[config.mk]
export PLATFORM = sky130hd
export DESIGN_NAME = regfile_writeback
export DESIGN_NICKNAME = d
export VERILOG_FILES = /design/src/rtl/regfile_writeback_pkg.sv /design/src/rtl/regfile_writeback_wb_fifo.sv /design/src/rtl/regfile_writeback.sv
export SDC_FILE = /design/constraint.sdc
export NUM_CORES = 1
export LEC_CHECK = 0
export ABC_AREA = 1
export CORE_AREA = 2 2 157 159
export CTS_BUF_LIST = sky130_fd_sc_hd__clkbuf_16
export DETAILED_ROUTE_END_ITERATION = 8
export DIE_AREA = 0 0 159 161
export PLACE_DENSITY = 0.73
export SLEW_MARGIN = 20
export SYNTH_ARGS = -nofsm -noshare
export SYNTH_HDL_FRONTEND = slang
export SYNTH_SLANG_ARGS = --single-unit
[constraint.sdc]
create_clock -name clk -period 9.5 [get_ports clk]
set_clock_uncertainty 0.2 [all_clocks]
set_input_delay 1.9 -clock clk [delete_from_list [all_inputs] [get_ports clk]]
set_output_delay 1.9 -clock clk [all_outputs]
set_load 0.01 [all_outputs]
[src/rtl/regfile_writeback_pkg.sv]
// Shared CPU constants: register-file word and address widths, plus
// write-back buffer sizing helpers used by the buffer and the register file.
package regfile_writeback_pkg;

  localparam int CPU_BITS_DATA    = 32;
  localparam int CPU_BITS_ADDR    = 3;
  localparam int WB_DEPTH_DEFAULT = 4;

  // Pointer width for a buffer of the given depth (at least one bit).
  function automatic int ptr_bits(input int depth);
    return (depth > 1) ? $clog2(depth) : 1;
  endfunction

endpackage

[src/rtl/regfile_writeback_wb_fifo.sv]
// In-order FIFO of {addr, data} write-back entries. Exposes every storage
// slot plus the head pointer and count so the parent can search for
// pending writes in age order.
module wb_fifo
  import regfile_writeback_pkg::*;
#(
  parameter int BITS_DATA = CPU_BITS_DATA,
  parameter int BITS_ADDR = CPU_BITS_ADDR,
  parameter int DEPTH     = WB_DEPTH_DEFAULT,
  localparam int PTR_W    = ptr_bits(DEPTH),
  localparam int CNT_W    = BITS_ADDR + 1
) (
  input  logic                 clk,
  input  logic                 rst_n,
  input  logic                 push,
  input  logic [BITS_ADDR-1:0] push_addr,
  input  logic [BITS_DATA-1:0] push_data,
  input  logic                 pop,
  output logic                 full,
  output logic                 empty,
  output logic [PTR_W-1:0]     head,
  output logic [CNT_W-1:0]     count,
  output logic [BITS_ADDR-1:0] ent_addr [DEPTH],
  output logic [BITS_DATA-1:0] ent_data [DEPTH]
);

  logic [PTR_W-1:0]     head_q, head_d;
  logic [PTR_W-1:0]     tail_q, tail_d;
  logic [CNT_W-1:0]     count_q, count_d;
  logic [BITS_ADDR-1:0] mem_addr_q [DEPTH];
  logic [BITS_ADDR-1:0] mem_addr_d [DEPTH];
  logic [BITS_DATA-1:0] mem_data_q [DEPTH];
  logic [BITS_DATA-1:0] mem_data_d [DEPTH];
  logic                 push_ok;
  logic                 pop_ok;

  // Advance a pointer, wrapping explicitly so non-full-range depths also work.
  function automatic logic [PTR_W-1:0] ptr_inc(input logic [PTR_W-1:0] p);
    return (p == PTR_W'(DEPTH - 1)) ? '0 : p + 1'b1;
  endfunction

  assign full    = (count_q == CNT_W'(DEPTH));
  assign empty   = (count_q == '0);
  assign push_ok = push && !full;
  assign pop_ok  = pop && !empty;

  // Pointer and occupancy update; push and pop together keep count steady.
  always_comb begin
    head_d  = head_q;
    tail_d  = tail_q;
    count_d = count_q;
    if (pop_ok) head_d = ptr_inc(head_q);
    if (push_ok) tail_d = ptr_inc(tail_q);
    if (push_ok && !pop_ok) begin
      count_d = count_q + 1'b1;
    end else if (!push_ok && pop_ok) begin
      count_d = count_q - 1'b1;
    end
  end

  // Storage update: a push writes the slot under the tail pointer.
  always_comb begin
    mem_addr_d = mem_addr_q;
    mem_data_d = mem_data_q;
    if (push_ok) begin
      mem_addr_d[tail_q] = push_addr;
      mem_data_d[tail_q] = push_data;
    end
  end

  // Control registers; reset empties the buffer, discarding any entries.
  always_ff @(posedge clk) begin
    if (!rst_n) begin
      head_q  <= '0;
      tail_q  <= '0;
      count_q <= '0;
    end else begin
      head_q  <= head_d;
      tail_q  <= tail_d;
      count_q <= count_d;
    end
  end

  // Storage needs no reset: slots are only observed while counted as occupied.
  always_ff @(posedge clk) begin
    mem_addr_q <= mem_addr_d;
    mem_data_q <= mem_data_d;
  end

  assign head     = head_q;
  assign count    = count_q;
  assign ent_addr = mem_addr_q;
  assign ent_data = mem_data_q;

endmodule

[src/rtl/regfile_writeback.sv]
// Write-back buffer in front of the register file: queues results, drains
// the oldest one per cycle when allowed, and forwards the youngest pending
// value for two operand lookups.
module regfile_writeback
  import regfile_writeback_pkg::*;
#(
  parameter int BITS_DATA = CPU_BITS_DATA,
  parameter int BITS_ADDR = CPU_BITS_ADDR,
  parameter int DEPTH     = WB_DEPTH_DEFAULT
) (
  input  logic                 clk,
  input  logic                 rst_n,
  input  logic                 wb_valid,
  output logic                 wb_ready,
  input  logic [BITS_ADDR-1:0] wb_addr,
  input  logic [BITS_DATA-1:0] wb_data,
  input  logic                 drain_en,
  output logic                 rf_write_en,
  output logic [BITS_ADDR-1:0] rf_addr,
  output logic [BITS_DATA-1:0] rf_data,
  input  logic [BITS_ADDR-1:0] rd_addr1,
  input  logic [BITS_ADDR-1:0] rd_addr2,
  output logic                 fwd_hit1,
  output logic [BITS_DATA-1:0] fwd_data1,
  output logic                 fwd_hit2,
  output logic [BITS_DATA-1:0] fwd_data2,
  output logic [BITS_ADDR:0]   count
);

  localparam int PTR_W = ptr_bits(DEPTH);
  localparam int CNT_W = BITS_ADDR + 1;

  logic                 fifo_full;
  logic                 fifo_empty;
  logic                 push;
  logic                 pop;
  logic [PTR_W-1:0]     head;
  logic [BITS_ADDR-1:0] ent_addr [DEPTH];
  logic [BITS_DATA-1:0] ent_data [DEPTH];
  logic [PTR_W-1:0]     fwd_idx;

  // Ready and issue come only from registered occupancy, so a pop while full
  // cannot open the input in the same cycle.
  assign wb_ready    = !fifo_full;
  assign push        = wb_valid && wb_ready;
  assign rf_write_en = !fifo_empty && drain_en;
  assign pop         = rf_write_en;
  assign rf_addr     = fifo_empty ? '0 : ent_addr[head];
  assign rf_data     = fifo_empty ? '0 : ent_data[head];

  wb_fifo #(
    .BITS_DATA (BITS_DATA),
    .BITS_ADDR (BITS_ADDR),
    .DEPTH     (DEPTH)
  ) u_fifo (
    .clk       (clk),
    .rst_n     (rst_n),
    .push      (push),
    .push_addr (wb_addr),
    .push_data (wb_data),
    .pop       (pop),
    .full      (fifo_full),
    .empty     (fifo_empty),
    .head      (head),
    .count     (count),
    .ent_addr  (ent_addr),
    .ent_data  (ent_data)
  );

  // Walk occupied slots oldest to youngest so the last match is the youngest;
  // the entry being issued this cycle is still occupied and still forwards.
  always_comb begin
    fwd_hit1  = 1'b0;
    fwd_data1 = '0;
    fwd_hit2  = 1'b0;
    fwd_data2 = '0;
    fwd_idx   = '0;
    for (int i = 0; i < DEPTH; i++) begin
      fwd_idx = PTR_W'((int'(head) + i) % DEPTH);
      if (CNT_W'(i) < count) begin
        if (ent_addr[fwd_idx] == rd_addr1) begin
          fwd_hit1  = 1'b1;
          fwd_data1 = ent_data[fwd_idx];
        end
        if (ent_addr[fwd_idx] == rd_addr2) begin
          fwd_hit2  = 1'b1;
          fwd_data2 = ent_data[fwd_idx];
        end
      end
    end
  end

endmodule

==> summary.md, run 1 <==
| Metric | Value |
|---|---|
| Result of the run | complete, no violations |
| Launch point of the critical path | u_fifo.head[0] |
| Floorplan die area | between 20000 and 30000 um2 |
| Clock latency reported for the late side of the worst-skew pair | 430 ps |
| CTS resizes | 0 |
| Clock-pin slew reported for the worst setup and hold paths after clock tree synthesis | 60 ps |
| H-tree depth reported by CTS | 4 |
| Top-Level Pins | 152 |
| Number of port buffers | 151 |
| Type of the worst setup path | flip-flop to output pin |
| Net switching component of the power | 2.45 mW |
| Crit path launch type | flip-flop |
| Clock tree from TritonCTS | done |
| Number of vias in the routed layout | approximately 12000 |
| Count of nets left with antenna violations after detail routing | 0 |
| Max-capacitance violation count | 0 |
| Most frequent standard cell in the layout excluding fill and tap cells | sky130_fd_sc_hd__nand2_1 |
| Synth top area cells | sky130_fd_sc_hd__edfxtp_1 36%, sky130_fd_sc_hd__nand2_1 21%, sky130_fd_sc_hd__nand3_1 8.4%, sky130_fd_sc_hd__o21ai_0 6.8%, sky130_fd_sc_hd__inv_1 5.4% |
| Start point of the worst min-delay path | u_fifo.count[3] |
| First-pass GRT wire length | about 56 mm |
| Total routing resource utilization after global routing | 27.6% |
| LEAKAGE | about 6.2 nW |
| Buffer count from post-CTS setup fixing | 0 |
| Worst VDD drop | 0.186 mV |
| Final HPWL from detailed placement | 22.2 mm |
| Power density over the cells | 351 nW/um2 |
| Total power draw | between 4 and 5 mW |
| Relative area change from synthesis to final layout | 17.4% |
| Final clock period utilization by the worst path | between 70 and 80% |
| Fin. max-slew vios | 0 |
| Number of remaining DRC errors | 0 |
| Maximum count of clock buffers along a single path | 2 |
| Critical path peak fanout | 52 |
| Unrepaired setup endpoints after global routing | false |
| Reg-to-reg critical path startpoint | u_fifo.count[0] |
| Overall die height | 161 um |
| Switching Share | 50.5% |
| Post-Route WL | 35.7 mm |
| Placement Rows | 57 |
| Nets | between 1500 and 2000 |
| Synth area leader | sky130_fd_sc_hd__edfxtp_1 |
| Die span in x | approximately 160 um |
| Portion of total power attributed to the clock network | 13.4% |
| Via-per-instance ratio | around 5.5 |
| Number of clock buffers inserted by TritonCTS | 17 |
| Power share of the sequential group | between 10% and 20% |
| Floorplan Core Area | 24000 um2 |
| Number of antenna violations at the first check in global routing | 0 |
| Diode insertion count for antenna repair | 0 |
| Initial standard-cell utilization of the core | slightly below 50% |
| Internal portion of total power | ~2.4 mW |
| Measured slew at the worst slew-check pin | 966 ps |
| Gp weighted congestion | 0.851 |
| Number of library cell types mapped by synthesis | 35 |
| Fraction of the yosys area taken by sequential cells | 37.0% |
| Global-route congestion overflow total | 0 |
| Clock Sinks | 148 |
| Register bit total from synthesis | 148 |
| Fraction of layout cells with a size suffix above 1 | 6.23% |
| DR pass1 iterations | 6 |
| Data arrival time of the worst path | roughly 5300 ps |
| Final Critical Period | 7400 ps |
| DR WL/cell | ~17 um |
| Mean cell area of the mapped netlist | roughly 6.9 um2 |
| CP endpoint kind | output pin |
| Utilization after layout | 57.7% |
| Setup TNS Final | 0 ps |
| Pin count of the biggest net entering global routing | 80 |
| Path category of the worst min-delay check | flip-flop to flip-flop |
| Synthesized netlist cell count | 1705 |
| Max-slew headroom at the worst pin | 35.5% |
| First DRT Iteration DRCs | between 1000 and 1500 |
| Final Setup Violations | 0 |
| Worst Path Required | 7400 ps |
| Vias in the first global route | 10800 |
| Max Clock Freq | 135 MHz |
| Post-synthesis instance area | 11800 um2 |
| Count of endpoints failing hold in the final timing report | 0 |
| Final Cell Area | 13800 um2 |
| Total number of yosys warnings | 0 |
| Total placed instance area | 13200 um2 |
| Clock tree root buffer cell | sky130_fd_sc_hd__clkbuf_16 |
| Most frequent cells in the layout | 644 x sky130_fd_sc_hd__nand2_1, 197 x sky130_fd_sc_hd__nand3_1, 172 x sky130_fd_sc_hd__inv_1, 161 x sky130_fd_sc_hd__o21ai_0, 151 x sky130_fd_sc_hd__clkdlybuf4s50_1 |
| Post-CTS Hold Fix Bufs | 0 |
| Net count after synthesis | 1760 |
| Combinational Power Share | 69.1% |
| Post-synth top area share | 35.7% |
[through the flow]
stage	hold WS [ps]	std cells	worst slack, ps
6_report	310	2123	2100
5_1_grt	369	2123	1730
4_1_cts	316	2122	2170
3_5_place_dp	308	2090	2530
3_3_place_gp	296	2090	2570
2_1_floorplan	290	1705	4560
[layout make-up]
class / instances / area, um2
inverters: 194 / 731
clock buffers: 17 / 425
multi-input cells: 1252 / 6070
fillers: 2262 / 10100
clock inverters: 15 / 143
repair buffers: 173 / 1690
well taps: 324 / 405
flip-flops and latches: 148 / 4370
[power by group through the flow]
stage | Clock (mW) | Combinational, mW | Sequential (mW)
floorplan | 0 | 2.08 | 0.839
global placement | 0 | 3.23 | 0.861
detailed placement | 0 | 3.28 | 0.865
CTS | 0.652 | 3.29 | 0.851
global route | 0.677 | 3.66 | 0.861
finish | 0.649 | 3.36 | 0.852
[per-layer routing]
layer	global-route usage, %	share of wire [%]
met1	33.3	39
met4	12.9	3.8
met2	47.5	47
met5	0	0
met3	5.60	9.4
[cell usage after synthesis, drive strengths merged]
library cell	instances
xnor2	1
o2111ai	1
a211oi	1
edfxtp	140
or2	1
nand3b	32
nand3	205
nor3	1
a21oi	12
xor2	5
nand2	654
and2	1
mux2i	63
nand4	1
o21ai	205
nor2	59
clkbuf	26
inv	194
ha	10
buf	85
dfxtp	8
[critical path, cell delays in order (launching register included)]
cell and delay [ps]:
sky130_fd_sc_hd__dfxtp_4 750, sky130_fd_sc_hd__ha_2 650, sky130_fd_sc_hd__buf_4 530, sky130_fd_sc_hd__inv_2 300
sky130_fd_sc_hd__nand3_1 180, sky130_fd_sc_hd__o21ai_2 90, sky130_fd_sc_hd__nand2_1 90, sky130_fd_sc_hd__nand2_1 50
sky130_fd_sc_hd__nor2_1 140, sky130_fd_sc_hd__nand2_2 350, sky130_fd_sc_hd__buf_4 360, sky130_fd_sc_hd__inv_2 550
sky130_fd_sc_hd__nand2_1 120, sky130_fd_sc_hd__nand2_1 130, sky130_fd_sc_hd__clkdlybuf4s50_1 540
[cells by family (layout without fill, tap and decap cells)]
group                      Yosys count  in the layout  synth area share [%]
AOI/OAI and AO/OA                  219            219                  9.51
xor gates and xnor gates             6              6                 0.446
adders and majority gates           10             10                  1.06
buffers and inverters              305            399                  11.9
DFF                                148            148                  37.0
muxes                               63             63                  5.35
and+or+nand+nor                    954            954                  34.7
[registers in the layout, indices dropped and copies added (netlist names)]
signal           cells
u_fifo.ent_addr     12
u_fifo.head          2
u_fifo.count         4
u_fifo.tail_q        2
u_fifo.ent_data    128
[path summary, 6_finish.rpt]
| kind | endpoint | slack (ps) | cells past startpoint |
|---|---|---|---|
| worst max register to register | u_fifo.count[3] | 6460 | 14 |
| worst max-delay path | fwd_data2[21] | 2100 | 14 |
| worst min-delay path | u_fifo.count[3] | 310 | 2 |
| worst min register to register | u_fifo.count[3] | 310 | 2 |
No activity file was read; power rests on OpenSTA's default activity.
==> run 2: changes to the inputs <==
==> constraint.sdc (replaced) <==
create_clock -name clk -period 7.21 [get_ports clk]
set_clock_uncertainty 0.2 [all_clocks]
set_input_delay 1.442 -clock clk [delete_from_list [all_inputs] [get_ports clk]]
set_output_delay 1.442 -clock clk [all_outputs]
set_load 0.01 [all_outputs]
==> run 2 against run 1 <==
Wire length is 4.4% higher. Setup slack worse by 1400 ps. Clock power is 35% higher. Global-route usage is 1.2 points higher. Via count is 1.5% higher. Power is 34% higher. Non-clock buffer count stayed put. Register-to-register slack worse by 2500 ps. Critical path depth is 1 higher. Sequential power is 28% higher. Largest cell class unchanged.
==> summary.md, run 2 (synthesis gave the netlist of run 1 again) <==
| Metric | Value |
|---|---|
| Result of the run | complete, no violations |
| Fraction of layout cells with a size suffix above 1 | 6.23% (unchanged) |
| Clock latency reported for the late side of the worst-skew pair | 430 ps (about the same) |
| Met3 track demand over resource | 4.90% (-0.69 points) |
| Final HPWL from detailed placement | 22.9 mm (+3.1%) |
| H-tree depth reported by CTS | 4 (unchanged) |
| DR WL/cell | 17.6 um (+4.4%) |
| Top-Level Pins | 152 (unchanged) |
| Worst hold path depth | 2 (unchanged) |
| Unrepaired setup endpoints after global routing | false |
| Switching Share | 51.0% (+0.46 points) |
| Number of clock buffers inserted by TritonCTS | 17 (unchanged) |
| Worst VDD drop | 0.291 mV (+56%) |
| Number of cells traversed by the worst register-to-register path | 13 (-1) |
| Clock-pin slew reported for the worst setup and hold paths after clock tree synthesis | 60 ps (about the same) |
| CP endpoint kind | output pin |
| Total routing resource utilization after global routing | 28.7% (+1.2 points) |
| Measured slew at the worst slew-check pin | 1090 ps (+122 ps) |
| GR peak layer | met2 |
| Power share of the sequential group | 16.8% (-0.7 points) |
| Crit path launch type | flip-flop |
| Final Setup Violations | 0 (unchanged) |
| Crit path buf inv count | 5 (unchanged) |
| Clock tree root buffer cell | sky130_fd_sc_hd__clkbuf_16 |
| Final Non-Filler Cells | 2123 (unchanged) |
| Vias in the first global route | 11300 (+4.5%) |
| Nets | 1841 (unchanged) |
| Maximum count of clock buffers along a single path | 2 (unchanged) |
| Portion of total power attributed to the clock network | 13.5% (about the same) |
| Clock tree from TritonCTS | done |
| Data arrival time of the worst path | 4860 ps (-440 ps) |
| Final Critical Period | 6510 ps |
| Worst Path Required | 5570 ps (-1830 ps) |
| Die span in x | 159 um (unchanged) |
| Internal portion of total power | 3.18 mW (+33%) |
| Most frequent standard cell in the layout excluding fill and tap cells | sky130_fd_sc_hd__nand2_1 |
| Diode insertion count for antenna repair | 0 (unchanged) |
| Gp weighted congestion | 0.885 (+4.0%) |
| Combinational Power Share | 69.7% (+0.6 points) |
| Post-Route WL | 37.3 mm (+4.4%) |
| GRT met1 Usage | 36.5% (+3.2 points) |
| Hold_ws | 308 ps (-2.62 ps) |
| Most frequent cells in the layout | 644 x sky130_fd_sc_hd__nand2_1, 197 x sky130_fd_sc_hd__nand3_1, 171 x sky130_fd_sc_hd__inv_1, 161 x sky130_fd_sc_hd__o21ai_0, 151 x sky130_fd_sc_hd__clkdlybuf4s50_1 |
| Number of port buffers | 151 (unchanged) |
| Slowest-stage cell, CP | sky130_fd_sc_hd__buf_4 |
| Setup TNS Final | 0 ps (unchanged) |
| LEAKAGE | 6.27 nW (+0.35%) |
| Relative area change from synthesis to final layout | 17.5% |
| Post-CTS Hold Fix Bufs | 0 (unchanged) |
| Clock Sinks | 148 (unchanged) |
| Slowest stage delay, CP | 660 ps (-90 ps) |
| First DRT Iteration DRCs | 1261 (+22%) |
| Start point of the worst min-delay path | u_fifo.count[3] |
| Final clock period utilization by the worst path | 90.2% |
| Via-per-instance ratio | 5.55 (+1.5%) |
| CTS resizes | 0 (unchanged) |
| Count of endpoints failing hold in the final timing report | 0 (unchanged) |
| Initial standard-cell utilization of the core | 49.2% (unchanged) |
| Number of remaining DRC errors | 0 (unchanged) |
| Count of nets left with antenna violations after detail routing | 0 (unchanged) |
| Cells after DPL | 2090 (unchanged) |
| FF-to-FF setup slack | 3980 ps (-2480 ps) |
| M2 GR Usage | 47.5% (-0.079 points) |
| Number of vias in the routed layout | 11800 (+1.5%) |
| Path category of the worst min-delay check | flip-flop to flip-flop |
| Flip-flop count of the largest register after layout | 128 (unchanged) |
| Global-route congestion overflow total | 0 (unchanged) |
| Critical path peak fanout | 79 (+52%) |
| Number of antenna violations at the first check in global routing | 0 (unchanged) |
| First-pass GRT wire length | 58.4 mm (+4.0%) |
| Pin count of the biggest net entering global routing | 80 (unchanged) |
| Placement Rows | 57 (unchanged) |
| Floorplan die area | 25600 um2 (unchanged) |
| Cell breakdown of the critical path | buf_4, inv_4, nand2_1, nand3_1, nand2_1, nand2_1, a21oi_4, buf_4, nand2_2, nand2_1, inv_1, nand2_1, nand2_1, nand2_1, clkdlybuf4s50_1 |
| Fin. max-slew vios | 0 (unchanged) |
| Buffer count from post-CTS setup fixing | 0 (unchanged) |
| Reg-to-Reg End | u_fifo.count[3] |
| Launch point of the critical path | u_fifo.head[0] |
| Type of the worst setup path | flip-flop to output pin |
| Endpoint of the worst hold path | u_fifo.count[3] |
| Net switching component of the power | 3.31 mW (+35%) |
| DR pass1 iterations | 6 (unchanged) |
| Max-slew headroom at the worst pin | 27.3% (-8.1 points) |
| Worst path most repeated cell | sky130_fd_sc_hd__nand2_1 |
| Overall die height | 161 um (unchanged) |
| Floorplan Core Area | 24000 um2 (unchanged) |
| Reg-to-reg critical path startpoint | u_fifo.count[0] |
| Max Clock Freq | 154 MHz |
| Cell class contributing the biggest share of worst-path delay | buffers and inverters |
| Max-capacitance violation count | 0 (unchanged) |
| Power density over the cells | 469 nW/um2 (+34%) |
run 2: per-layer routing:
metal | up-vias | wire (um)
met2 | 632 | 17500
met4 | 0 | 1440
met3 | 115 | 3460
met1 | 5355 | 14900
met5 | - | 0
li1 | 5681 | -
run 2: final cells by class:
| type | count | area (um2) |
|---|---|---|
| Sequential cell | 148 | 4370 |
| Tap cell | 324 | 405 |
| Clock inverter | 15 | 153 |
| Fill cell | 2274 | 10100 |
| Multi-Input combinational cell | 1252 | 6070 |
| Inverter | 194 | 731 |
| Timing Repair Buffer | 173 | 1700 |
| Clock buffer | 17 | 425 |
run 2: how the worst max path moves through the flow:
stage / endpoint / cells after the start
5_1_grt: fwd_data1[17] / 15
4_1_cts: fwd_data1[6] / 15
3_3_place_gp: fwd_data1[5] / 13
3_5_place_dp: fwd_data1[5] / 13
6_report: fwd_data1[5] / 15
2_1_floorplan: fwd_data2[30] / 11
run 2: metrics by stage:
step           instance area, um2  worst slack, ps  utilization (%)  power [mW]
5_1_grt                     13900              454             57.8        6.93
3_5_place_dp                13200             1250             55.3        5.51
6_report                    13900              703             57.8        6.50
2_1_floorplan               11800             3180                -        3.84
4_1_cts                     13800              802             57.7        6.40
3_3_place_gp                13200             1280             55.3        5.44
run 2: worst min-delay path: cells and delay by family, from the launching register on:
kind	cells	cell delay, ps
flops	1	320
compound gates	1	60
buf+inv	1	80
run 2: power by group through the flow:
stage          registers, mW  clock network, mW  logic, mW
5_1_grt                 1.10              0.921       4.91
6_report                1.09              0.879       4.53
4_1_cts                 1.09              0.888       4.42
3_3_place_gp            1.10                  0       4.34
2_1_floorplan           1.11                  0       2.74
3_5_place_dp            1.11                  0       4.40
